--- src/rtl/ysyx_24100027_ifu.sv ---
// Instruction fetch unit: owns the architectural PC, fetches one word at a
// time over a valid/ready request channel, and presents pc/inst to the core.
// A redirect replaces the PC and squashes any in-flight or held fetch.
module ysyx_24100027_ifu #(
    parameter logic [31:0] RESET_PC = 32'h8000_0000
) (
    input  logic        clk,
    input  logic        rst,
    output logic        imem_req_valid,
    input  logic        imem_req_ready,
    output logic [31:0] imem_req_addr,
    input  logic        imem_resp_valid,
    input  logic [31:0] imem_resp_data,
    input  logic        imem_resp_err,
    output logic [31:0] pc,
    output logic [31:0] inst,
    output logic        inst_valid,
    output logic        inst_err,
    input  logic        inst_ready,
    input  logic        redirect_valid,
    input  logic [31:0] redirect_pc
);

    typedef enum logic [1:0] {
        IDLE = 2'd0,
        REQ  = 2'd1,
        WAIT = 2'd2,
        HOLD = 2'd3
    } state_t;

    state_t      state_r;
    logic [31:0] fetch_pc_r;
    logic [31:0] inst_r;
    logic        inst_err_r;
    logic        drop_r;     // the outstanding response belongs to a squashed fetch
    logic [31:0] redirect_aligned_s;

    // Redirect targets are forced onto a word boundary.
    assign redirect_aligned_s = redirect_pc & 32'hFFFF_FFFC;

    // Outputs come straight from registers or from the state encoding.
    assign imem_req_valid = (state_r == REQ);
    assign imem_req_addr  = fetch_pc_r;
    assign inst_valid     = (state_r == HOLD);
    assign pc             = fetch_pc_r;
    assign inst           = inst_r;
    assign inst_err       = inst_err_r;

    // Fetch sequencer: request, wait for the response, hold until consumed.
    always_ff @(posedge clk) begin
        if (rst) begin
            state_r    <= IDLE;
            fetch_pc_r <= RESET_PC;
            inst_r     <= 32'h0000_0000;
            inst_err_r <= 1'b0;
            drop_r     <= 1'b0;
        end else begin
            case (state_r)
                IDLE: begin
                    state_r <= REQ;
                end
                REQ: begin
                    // The address may change while the request is pending.
                    if (redirect_valid) begin
                        fetch_pc_r <= redirect_aligned_s;
                    end else begin
                        fetch_pc_r <= fetch_pc_r;
                    end
                    if (imem_req_ready) begin
                        // Request left with the old address; its reply is stale.
                        state_r <= WAIT;
                        drop_r  <= redirect_valid;
                    end else begin
                        state_r <= REQ;
                    end
                end
                WAIT: begin
                    if (redirect_valid) begin
                        fetch_pc_r <= redirect_aligned_s;
                    end else begin
                        fetch_pc_r <= fetch_pc_r;
                    end
                    if (imem_resp_valid) begin
                        if (drop_r || redirect_valid) begin
                            drop_r  <= 1'b0;
                            state_r <= REQ;
                        end else begin
                            inst_r     <= imem_resp_data;
                            inst_err_r <= imem_resp_err;
                            state_r    <= HOLD;
                        end
                    end else if (redirect_valid) begin
                        drop_r <= 1'b1;
                    end else begin
                        drop_r <= drop_r;
                    end
                end
                HOLD: begin
                    // A redirect wins over sequential advance, retired or not.
                    if (redirect_valid) begin
                        fetch_pc_r <= redirect_aligned_s;
                        state_r    <= REQ;
                    end else if (inst_ready) begin
                        fetch_pc_r <= fetch_pc_r + 32'd4;
                        state_r    <= REQ;
                    end else begin
                        state_r <= HOLD;
                    end
                end
                default: begin
                    state_r <= IDLE;
                end
            endcase
        end
    end

endmodule
--- config.mk ---
export PLATFORM = sky130hd
export DESIGN_NAME = ysyx_24100027_ifu
export DESIGN_NICKNAME = d
export VERILOG_FILES = /design/src/rtl/ysyx_24100027_ifu.sv
export SDC_FILE = /design/constraint.sdc
export NUM_CORES = 1
export LEC_CHECK = 0
export BUFFER_PORTS_ARGS = -buffer_cell sky130_fd_sc_hd__buf_2
export CAP_MARGIN = 0
export CORE_ASPECT_RATIO = 0.9
export CORE_UTILIZATION = 50
export CTS_CLUSTER_DIAMETER = 80
export DETAILED_ROUTE_END_ITERATION = 10
export PLACE_DENSITY = 0.85
export SYNTH_ARGS = -nofsm -noshare
export SYNTH_HDL_FRONTEND = slang
export SYNTH_SLANG_ARGS = --single-unit
--- constraint.sdc ---
create_clock -name clk -period 3.75 [get_ports clk]
set_clock_uncertainty 0.15 [all_clocks]
set_input_delay 0.375 -clock clk [delete_from_list [all_inputs] [get_ports clk]]
set_output_delay 0.375 -clock clk [all_outputs]
set_load 0.03 [all_outputs]
After elaboration in Yosys (flattened, before gate mapping) --
Cells that the tools add are included.
Operators by class: order comparisons 0, reduce and logical (&&, ||, !) cells 8, $add $sub $neg 1, mux-type cells 15, bitwise logic cells 1, shifts and indexed selects 0, div/mod/pow operators 0, $mul 0, equal/unequal tests 9
Operator list (number):
- two-way mux 32 bit | 3
- one-hot mux 32 bit (2 select lines) | 1
- adder 32 x 3 -> 32 bit, second input constant | 1
- two-way mux 2 bit | 5
- one-hot mux 2 bit (4 select lines) | 1
- inequality test 3 bit, second input constant | 2
- AND reduction 3 bit | 2
- equality test 2 bit, second input constant | 2
- two-way mux 1 bit | 4
- inequality test 2 x 1 -> 1 bit, second input constant | 2
- AND reduction 4 bit | 1
- nonzero test 2 bit | 2
- inequality test 3 x 1 -> 1 bit, second input constant | 1
- equality test 2 x 1 -> 1 bit, second input constant | 1
- zero test 2 bit | 1
- inequality test 2 bit, second input constant | 1
- one-hot mux 1 bit (2 select lines) | 1
- OR reduction 2 bit | 1
- logical OR 1 bit | 1
- inverter 1 bit | 1
Word-level totals: bits in latches 0, bits in registers 68, word-level logic and storage cells 39, output and inout port bits 99, memory bits (writable) 0, memories kept 0, input port bits 71, memory bits (read-only) 0

Logic depth before layout (Yosys ltp) --
Gate-level depths: netlist of run 1.
depth in word-level cells 4, gate-level depth with buffers 9, gate-level depth less buffers 7

Worst setup path after synthesis of run 1 --
No wires, ideal clock.
kind register -> register, from register state_r[1], to register fetch_pc_r[28] (netlist: imem_req_addr[28]), clock period less this slack 2.167 ns, path slack 1.583 ns, cell stages (with the launch flop) 7, arrival 1.943 ns, library setup time 0.074 ns, data required time 3.526 ns, path buffers 1, cells stage by stage dfxtp_1 > ha_1 > nor2b_1 > clkbuf_1 > nand2_1 > or4b_1 > a31oi_1
Between the ends: elaborated cells between the ends (all ways) 9, classes of those cells eq/ne: 5; mux: 1; reduce/logical: 3
RTL lines:
- start: declaration | line 31 | state_t state_r;
- start signal: assignment | line 52 | state_r <= IDLE;
- start signal: assignment | line 60 | state_r <= REQ;
- start signal: assignment | line 71 | state_r <= WAIT;
- equality test 2 bit (*)
- named net inst_valid | line 17 | output logic inst_valid,
- inequality test 3 x 1 -> 1 bit (no line) or nonzero test 2 bit (tied branches)
- AND reduction 3 bit (no line)
- end signal: assignment | line 65 | fetch_pc_r <= redirect_aligned_s;
- end signal: assignment | line 67 | fetch_pc_r <= fetch_pc_r;
- end signal: assignment | line 79 | fetch_pc_r <= redirect_aligned_s;
- end: declaration | line 32 | logic [31:0] fetch_pc_r;
The timed path passes the listed nets; every way through them passes the cells marked *. A chain may end at the register's enable or synchronous reset.

Worst setup path in the final report of run 1 --
from register state_r[1], to register fetch_pc_r[28] (netlist: imem_req_addr[28])
Between the ends: cells in the longest elaborated chain, start to end 4, elaborated cells between the ends (all ways) 9, classes of those cells eq/ne: 5; mux: 1; reduce/logical: 3
RTL lines:
- equality test 2 x 1 -> 1 bit or equality test 2 bit (tied branches) | line 58 | case (state_r)
- OR reduction 2 bit (no line)
- inequality test 2 x 1 -> 1 bit (no line) or nonzero test 2 bit (tied branches)
- AND reduction 3 bit (no line)
Several ways; a longest one is shown, not always the timed one.

==> impl_metrics.json, run 1 <==
{
  "outcome": "finished clean",
  "gp_congestion": 0.837,
  "yosys_warnings": 0,
  "cp-end-kind": "flop",
  "cap_viol_max_count": 0,
  "die-area_mm2": 0.00750,
  "cts.sinks": 66,
  "syn_to_final_growth_pct": 22.1,
  "htreeDepth": 3,
  "fp.dieH_um": 82.2,
  "synth_edf_count": 0,
  "cts.path.max_buffers": 2,
  "die_x_um": 91.2,
  "grt_overflow_total": 0,
  "hp-class": "input port to flop",
  "rsz0062_at_grt": "false",
  "grt_pass1_vias": 3227,
  "worstPathArrival_ns": 2.66,
  "syn_area_per_cell_um2": 7.64,
  "grt_max_degree": 35,
  "ctsHoldBuffers": 0,
  "cp-start-kind": "flop",
  "rows": 28,
  "synthArstFlopShare": 0,
  "routed_via_density": 5.65,
  "synth_area_mm2": 0.00358,
  "worst_pin_slew_ns": 1.15,
  "finalSetupViolCount": 0,
  "clk_latency_ns": 0.35,
  "synth_seq_cells": 66,
  "antenna_cells": 0,
  "reg2reg_to": "imem_req_addr[28]",
  "drt_drc_violations_left": 0,
  "slew_headroom": 0.232,
  "min_period_over_period": 0.677,
  "cts_setup_buffers": 0,
  "required_ns": 3.87,
  "p_per_area_mw_per_mm2": 389,
  "clk_pin_slew_ns": 0.08,
  "firstDrtPassIters": 5,
  "drt_iter0_markers": 189,
  "pin_count": 170,
  "ir_drop_v": 0.000245,
  "grt.total_usage": 0.249,
  "wl_per_cell_um": 14.1,
  "slew_violations": 0,
  "initial_utilization": 0.529,
  "netlist_instances": 468,
  "ctsRootBufferMaster": "clkbuf_8",
  "fmax_mhz": 394,
  "period_needed_ns": 2.54,
  "post_cts_resized": 0,
  "fillers": 610,
  "vias": 3850,
  "tns_ns": 0,
  "antenna_found_initial": 0,
  "worstRegToRegCells": 6,
  "dp.final_hpwl_um": 6620,
  "nets": 662,
  "crit_fanout": 31,
  "port_buffers": 163,
  "grt_pass1_wl_um": 15000,
  "hold_violations": 0,
  "numCtsBuffers": 9,
  "hold_depth": 3,
  "power_w": 0.00170,
  "wirelength_um": 9610,
  "hp-start": "imem_resp_data[8]",
  "power_leakage_nw": 1.92,
  "rrSetupSlack_ns": 1.21,
  "drive_gt1_frac": 0.342,
  "ant_nets": 0,
  "yosysUniqueCellTypes": 58,
  "cts_tree": "done",
  "hold_path_end": "inst[8]",
  "synth_seq_area_share": 0.369,
  "crit-reg2reg-launch": "state_r[1]",
  "crit_type": "flop to flop",
  "core_area_mm2": 0.00676,
  "ys.flop_type": "dfxtp_1"
}
==> kinds of logic after synthesis <==
kind of cell | after synthesis | synth area share
fa+ha+maj | 5 | 0.0175
buf+inv | 69 | 0.111
simple gates | 194 | 0.265
flops | 66 | 0.369
compound gates | 129 | 0.225
mux | 4 | 0.0112
other cells | 1 | 0.00105
==> state kept, by name, indices dropped and copies added, names as in the netlist <==
register and count:
inst 32, imem_req_addr 30, inst_err 1, drop_r 1, state_r 2
==> layout make-up <==
cell class                 count  area [um2]  area share
clock buffer                   9         124      0.0284
inverter                       4        15.0     0.00344
tap                           90         113      0.0258
timing repair buffer         169         861       0.197
sequential                    66        1320       0.302
clock inverter                 7        53.8      0.0123
multi-input combinational    336        1880       0.431
==> worst max path at each step <==
stage | from | end | slack [ns] | cells past startpoint
after detailed placement | state_r[1] | imem_req_addr[28] | 1.24 | 6
after CTS | state_r[1] | imem_req_addr[28] | 1.23 | 6
after global placement | state_r[1] | imem_req_addr[28] | 1.33 | 6
final | state_r[1] | imem_req_addr[28] | 1.21 | 6
after floorplan | state_r[1] | imem_req_addr[28] | 1.58 | 6
after global routing | state_r[1] | imem_req_addr[28] | 1.06 | 6
==> cell usage after synthesis, types with 2 or more instances <==
master | n | area share
and4_1 | 2 | 0.0049
buf_2 | 5 | 0.0070
a22oi_1 | 3 | 0.0063
a21o_1 | 2 | 0.0042
nand3_1 | 18 | 0.025
nor3_2 | 2 | 0.0056
mux2i_1 | 4 | 0.011
dfxtp_1 | 66 | 0.37
o31a_1 | 3 | 0.0073
and2_1 | 6 | 0.010
inv_1 | 4 | 0.0042
a211oi_1 | 8 | 0.017
or3_1 | 2 | 0.0035
buf_4 | 35 | 0.073
nand4_1 | 10 | 0.017
o21ai_0 | 15 | 0.021
nand3_2 | 2 | 0.0056
buf_1 | 3 | 0.0031
and3_2 | 3 | 0.0063
nor2b_1 | 2 | 0.0035
nand2_1 | 92 | 0.097
a311oi_1 | 2 | 0.0049
a31oi_1 | 13 | 0.023
a21oi_1 | 58 | 0.081
a41o_1 | 2 | 0.0056
a41oi_1 | 3 | 0.0073
clkbuf_1 | 22 | 0.023
and3_1 | 2 | 0.0035
nor3b_1 | 3 | 0.0063
a22o_1 | 3 | 0.0073
ha_1 | 5 | 0.017
nand2b_1 | 7 | 0.012
nor4_1 | 4 | 0.0070
o21ai_1 | 2 | 0.0028
a32o_1 | 2 | 0.0056
nor2_1 | 23 | 0.024
o22ai_1 | 2 | 0.0035
nor3_1 | 8 | 0.011
==> power breakdown <==
group	switching (W)	internal (W)	total, W
Combinational	0.000248	0.000120	0.000368
Sequential	0.0000557	0.000735	0.000790
Clock	0.000300	0.000242	0.000543
==> metrics by stage <==
| stage | util | area (um2) | hold slack, ns | std cells | setup slack, ns |
|---|---|---|---|---|---|
| 2_1_floorplan | - | 3590 | 0.315 | 471 | 1.58 |
| 6_report | 0.646 | 4370 | 0.104 | 681 | 1.21 |
| 3_3_place_gp | 0.620 | 4190 | 0.289 | 665 | 1.33 |
| 5_1_grt | 0.646 | 4370 | 0.0990 | 681 | 1.06 |
| 4_1_cts | 0.646 | 4370 | 0.0868 | 681 | 1.23 |
| 3_5_place_dp | 0.620 | 4190 | 0.295 | 665 | 1.24 |
==> metal layers <==
| metal | vias to the layer above | wire length [um] | share of wire | track usage |
|---|---|---|---|---|
| li1 | 1863 | - | - | - |
| met1 | 1833 | 4110 | 0.43 | 0.312 |
| met2 | 140 | 4860 | 0.51 | 0.425 |
| met3 | 14 | 523 | 0.054 | 0.0531 |
| met4 | 0 | 125 | 0.013 | 0.0984 |
| met5 | - | 0 | 0 | 0 |
==> worst max-delay path, cell delays in order (launching register included) <==
cell and delay, ns:
dfxtp_1 0.37, ha_1 0.26, nor2b_2 0.33, buf_4 0.38, nand2_1 0.28, or4b_1 0.52, a31oi_1 0.17
==> layout by cell type (no fill, tap or decap), types with 3 or more instances in the layout <==
cell type,netlist,routed
dfxtp_1,66,66
nand2b_1,7,7
conb_1,1,4
clkbuf_8,0,9
nand2_1,92,92
nand4_1,10,10
nor3b_1,3,3
and3_2,3,3
nor4_1,4,4
buf_2,5,163
a22o_1,3,3
o21ai_0,15,15
mux2i_1,4,4
buf_4,35,6
inv_1,4,4
and2_1,6,6
nand3_1,18,18
a22oi_1,3,3
ha_1,5,5
o31a_1,3,3
clkinvlp_4,0,3
nor3_2,2,3
a31oi_1,13,13
nor2_1,23,22
a41oi_1,3,3
a211oi_1,8,8
nor3_1,8,7
a21oi_1,58,58
(Power assumes the default switching activity.)
==> run 2: changes to the inputs <==
--- a/config.mk
+++ b/config.mk
@@ -5,13 +5,14 @@
 export SDC_FILE = /design/constraint.sdc
 export NUM_CORES = 1
 export LEC_CHECK = 0
+export ABC_AREA = 1
 export BUFFER_PORTS_ARGS = -buffer_cell sky130_fd_sc_hd__buf_2
 export CAP_MARGIN = 0
 export CORE_ASPECT_RATIO = 0.9
-export CORE_UTILIZATION = 50
+export CORE_UTILIZATION = 43
 export CTS_CLUSTER_DIAMETER = 80
 export DETAILED_ROUTE_END_ITERATION = 10
-export PLACE_DENSITY = 0.85
+export PLACE_DENSITY = 0.77
 export SYNTH_ARGS = -nofsm -noshare
 export SYNTH_HDL_FRONTEND = slang
 export SYNTH_SLANG_ARGS = --single-unit
==> constraint.sdc (replaced) <==
create_clock -name clk -period 2.2 [get_ports clk]
set_clock_uncertainty 0.15 [all_clocks]
set_input_delay 0.22 -clock clk [delete_from_list [all_inputs] [get_ports clk]]
set_output_delay 0.22 -clock clk [all_outputs]
set_load 0.03 [all_outputs]
==> impl_metrics.json, run 2 <==
{
  "outcome": "finished clean",
  "clk_pin_slew_ns": 0.08,
  "vias": 4460,
  "cts.sinks": 66,
  "cp-start-kind": "flop",
  "die_x_um": 102,
  "drt_drc_violations_left": 0,
  "die-area_mm2": 0.00941,
  "gp_congestion": 0.922,
  "dp.final_hpwl_um": 8390,
  "ctsHoldBuffers": 22,
  "power_leakage_nw": 2.22,
  "synthArstFlopShare": 0,
  "synth_edf_count": 0,
  "synth_area_mm2": 0.00388,
  "drt_iter0_markers": 252,
  "grt_pass1_wl_um": 19100,
  "cp-end-kind": "flop",
  "numCtsBuffers": 9,
  "initial_utilization": 0.449,
  "p_per_area_mw_per_mm2": 620,
  "syn_area_per_cell_um2": 6.28,
  "detailedPlace.worstSlack_ns": 0.191,
  "rows": 32,
  "seqCellArea_mm2": 0.00132,
  "wl_per_cell_um": 13.3,
  "synth_seq_cells": 66,
  "worstPathArrival_ns": 2.16,
  "final_util": 0.579,
  "synth_area_leaders": "dfxtp_1 34%, nand2_1 14%, nor2_1 8.7%",
  "yosysMostFrequentCell": "nand2_1",
  "cts_tree": "done",
  "ys_top_cells_by_count": "145 x nand2_1, 90 x nor2_1, 73 x inv_1",
  "min_period_over_period": 0.927,
  "antenna_cells": 0,
  "rsz0062_at_grt": "false",
  "finalSetupViolCount": 0,
  "crit_fanout": 25,
  "worst_path_max_delay_cell": "dfxtp_1",
  "core_area_mm2": 0.00865,
  "slew_violations": 0,
  "max_stage_delay_ns": 0.37,
  "fp.dieH_um": 92.1,
  "ant_nets": 0,
  "multi_input_area_mm2": 0.00193,
  "pin_count": 170,
  "netlist_instances": 618,
  "clk_latency_ns": 0.35,
  "nets": 849,
  "final_common_cell": "buf_2",
  "crit_type": "flop to flop",
  "grt_pass1_vias": 4214,
  "grt.total_usage": 0.262,
  "mostFrequentLayoutCells": "163 x buf_2, 145 x nand2_1, 90 x nor2_1",
  "tns_ns": 0,
  "worstPathCellList": "inv_1 -> ha_1 -> inv_1 -> nor2_1 -> nor2_1 -> nand2_4 -> inv_2 -> o21ai_0 -> a211oi_1",
  "grt_overflow_total": 0,
  "required_ns": 2.32,
  "synth_seq_area_share": 0.341,
  "fillers": 866,
  "htreeDepth": 3,
  "cts_setup_buffers": 0,
  "ctsRootBufferMaster": "clkbuf_8",
  "grt_max_degree": 69,
  "hold_violations": 0,
  "worst_slack_ns": 0.161,
  "drive_gt1_frac": 0.260,
  "yosysUniqueCellTypes": 33,
  "syn_to_final_growth_pct": 29.0,
  "cts.path.max_buffers": 2,
  "hp-class": "input port to flop",
  "routed_via_density": 4.97,
  "synth_top_area_cell": "dfxtp_1",
  "post_cts_resized": 0,
  "port_buffers": 163,
  "wirelength_um": 11900,
  "yosys_warnings": 0,
  "yosysTopAreaCellShare": 0.341,
  "cap_viol_max_count": 0,
  "firstDrtPassIters": 5,
  "fmax_mhz": 491,
  "ir_drop_v": 0.000453,
  "antenna_found_initial": 0,
  "period_needed_ns": 2.04,
  "ys.flop_type": "dfxtp_1",
  "largest_register_ffs": 32
}
==> run 2: kinds of logic after synthesis <==
logic type | Yosys count | synth area share
buf+inv | 132 | 0.167
simple gates | 286 | 0.302
other cells | 1 | 0.000967
flops | 66 | 0.341
compound gates | 128 | 0.173
fa+ha+maj | 5 | 0.0161
==> run 2: worst paths after layout <==
check | startpoint | depth (start not counted) | endpoint | slack, ns
max | state_r[0] | 9 | imem_req_addr[6] | 0.16
min | imem_resp_data[8] | 3 | inst[8] | 0.004
max reg2reg | state_r[0] | 9 | imem_req_addr[6] | 0.16
min reg2reg | inst[6] | 2 | inst[6] | 0.29
==> run 2: through the flow <==
stage / area (um2) / instances / total power (W) / hold slack [ns]
floorplan: 3890 / 621 / 0.00195 / 0.230
global placement: 4600 / 859 / 0.00210 / 0.278
detailed placement: 4600 / 859 / 0.00212 / 0.280
CTS: 5010 / 897 / 0.00312 / 0.000190
global route: 5010 / 897 / 0.00326 / 0.0187
finish: 5010 / 897 / 0.00310 / 0.00402
==> run 2: cell type report <==
cell class              count  share of cell area
multi-input cells         423               0.385
flip-flops and latches     66               0.264
repair buffers            198               0.229
inverters                  75              0.0562
well taps                 119              0.0297
clock buffers               9              0.0247
clock inverters             7              0.0117
==> run 2: layer usage <==
metal	vias to the layer above	wire length [um]	global-route usage
met5	-	0	0
li1	2231	-	-
met3	38	944	0.0579
met2	209	5730	0.453
met1	1982	4950	0.310
met4	0	326	0.107
==> run 2: worst max-delay path: cells and delay by family (launching register included) <==
| kind | cells | cell delay [ns] |
|---|---|---|
| AOI/OAI and AO/OA | 2 | 0.37 |
| buffers and inverters | 3 | 0.47 |
| adders and majority gates | 1 | 0.31 |
| DFF | 1 | 0.37 |
| and+or+nand+nor | 3 | 0.27 |
==> run 2: where the power goes <==
group / internal [W] / switching [W]
Combinational: 0.000264 / 0.000520
Sequential: 0.00126 / 0.0000920
Clock: 0.000428 / 0.000537
Total: 0.00195 / 0.00115
==> run 3: changes to the inputs <==
==> constraint.sdc (replaced) <==
create_clock -name clk -period 2.2 [get_ports clk]
set_clock_uncertainty 0.15 [all_clocks]
set_input_delay 0.44 -clock clk [delete_from_list [all_inputs] [get_ports clk]]
set_output_delay 0.44 -clock clk [all_outputs]
set_load 0.03 [all_outputs]
==> impl_metrics.json, run 3 (same netlist as run 2, synthesis figures left out) <==
{
  "outcome": "finished clean",
  "core_area_mm2": 0.00865,
  "firstDrtPassIters": 5,
  "cts.path.max_buffers": 2,
  "hold_violations": 0,
  "max_stage_delay_ns": 0.37,
  "grt_overflow_total": 0,
  "cap_viol_max_count": 0,
  "vias": 4281,
  "clk_latency_ns": 0.35,
  "cts_setup_buffers": 0,
  "antenna_cells": 0,
  "cts_tree": "done",
  "route.met2.wl_um": 5060,
  "worstPathArrival_ns": 2.12,
  "slew_violations": 0,
  "crit_fanout": 25,
  "ctsRootBufferMaster": "clkbuf_8",
  "worst_slack_ns": 0.170,
  "tns_ns": 0,
  "grt_max_degree": 67,
  "ir_drop_v": 0.000462,
  "final_common_cell": "buf_2",
  "p_per_area_mw_per_mm2": 641,
  "cp-end-kind": "flop",
  "antenna_found_initial": 0,
  "worstRegToRegCells": 10,
  "critPathLaunch": "state_r[0]",
  "dr_wl_met3_um": 1060,
  "drive_gt1_frac": 0.267,
  "crit-reg2reg-launch": "state_r[0]",
  "hp-class": "input port to flop",
  "htreeDepth": 3,
  "die_x_um": 102,
  "required_ns": 2.29,
  "cp-start-kind": "flop",
  "worst_path_max_delay_cell": "dfxtp_1",
  "finalSetupViolCount": 0,
  "mostFrequentLayoutCells": "163 x buf_2, 145 x nand2_1, 89 x nor2_1",
  "grt_pass1_vias": 4026,
  "rsz0062_at_grt": "false",
  "grt_pass1_wl_um": 17900,
  "cts.sinks": 66,
  "critPathMostFrequentCell": "nor2_1",
  "initial_utilization": 0.449,
  "routed_via_density": 4.90,
  "power_leakage_nw": 2.11,
  "gp_congestion": 0.931,
  "drt-met1-wl_um": 4660,
  "die-area_mm2": 0.00941,
  "detailedPlace.worstSlack_ns": 0.202,
  "reg2reg_to": "imem_req_addr[20]",
  "top_layer_used": "met4",
  "port_buffers": 163,
  "clk_pin_slew_ns": 0.09,
  "crit_type": "flop to flop",
  "ant_nets": 0,
  "pin_count": 170,
  "rrSetupSlack_ns": 0.17,
  "fp.dieH_um": 92.1,
  "wl_per_cell_um": 12.7,
  "period_needed_ns": 2.03,
  "largest_register_ffs": 32,
  "rows": 32,
  "wirelength_um": 11100,
  "grt.total_usage": 0.243,
  "drt_drc_violations_left": 0,
  "min_period_over_period": 0.923,
  "syn_to_final_growth_pct": 23.2,
  "worstPathCellList": "inv_1 -> ha_1 -> inv_1 -> nor2_1 -> nor2_1 -> nand2_4 -> inv_2 -> nand2_1 -> o21ai_1 -> nor2_1",
  "dp.final_hpwl_um": 8440,
  "fmax_mhz": 493,
  "drt_iter0_markers": 297,
  "nets": 825,
  "numCtsBuffers": 9,
  "crit_end": "imem_req_addr[20]"
}
-- run 3: cell count changes in the layout (fill, tap and decap cells not counted) --
cell           delta
buf_4             -2
nor2_4            +1
nor2_1            -1
inv_8             +1
clkinvlp_4        +1
dlygate4sd3_1    -22
inv_6             -2
-- run 3: layout make-up --
class | instances | area [um2]
clock buffers | 9 | 124
clock inverters | 7 | 60.1
fillers | 922 | 3870
inverters | 75 | 282
multi-input cells | 423 | 1930
flip-flops and latches | 66 | 1320
well taps | 119 | 149
repair buffers | 174 | 911
-- run 3: how the worst min path moves through the flow --
| stage | start | to | slack, ns | cells after the start |
|---|---|---|---|---|
| 6_report | redirect_pc[2] | imem_req_addr[2] | 0.19 | 3 |
| 5_1_grt | redirect_pc[2] | imem_req_addr[2] | 0.20 | 3 |
| 4_1_cts | redirect_pc[2] | imem_req_addr[2] | 0.18 | 3 |
| 3_5_place_dp | inst[27] | inst[27] | 0.28 | 2 |
| 3_3_place_gp | inst[3] | inst[3] | 0.28 | 2 |
| 2_1_floorplan | drop_r | drop_r | 0.30 | 2 |
-- run 3: worst max-delay path, delay by kind of cell (launching register included) --
family	cells	cell delay (ns)
flops	1	0.37
simple gates	5	0.46
fa+ha+maj	1	0.29
buf+inv	3	0.46
compound gates	1	0.19
-- run 3: through the flow --
| step | power [W] | util | area, um2 | hold slack (ns) | instances |
|---|---|---|---|---|---|
| 3_5_place_dp | 0.00212 | 0.531 | 4590 | 0.282 | 857 |
| 4_1_cts | 0.00309 | 0.552 | 4770 | 0.179 | 873 |
| 5_1_grt | 0.00324 | 0.553 | 4780 | 0.197 | 873 |
| 2_1_floorplan | 0.00195 | - | 3890 | 0.305 | 621 |
| 6_report | 0.00307 | 0.553 | 4780 | 0.191 | 873 |
| 3_3_place_gp | 0.00210 | 0.531 | 4590 | 0.277 | 857 |
-- run 3: routing by layer --
layer | vias up | global-route usage
met5 | - | 0
met4 | 0 | 0.0929
met3 | 30 | 0.0709
met2 | 186 | 0.399
met1 | 1880 | 0.297
li1 | 2185 | -
-- run 3: timing repair --
action	4_1_cts	5_1_grt
endpoints found under the setup margin	0	4
hold buffers	0	0
gates resized for setup	0	2
-- run 3: report_power, final --
group,internal [W],switching [W]
clock network,0.000428,0.000543
logic,0.000235,0.000504
registers,0.00126,0.0000952
total,0.00192,0.00114
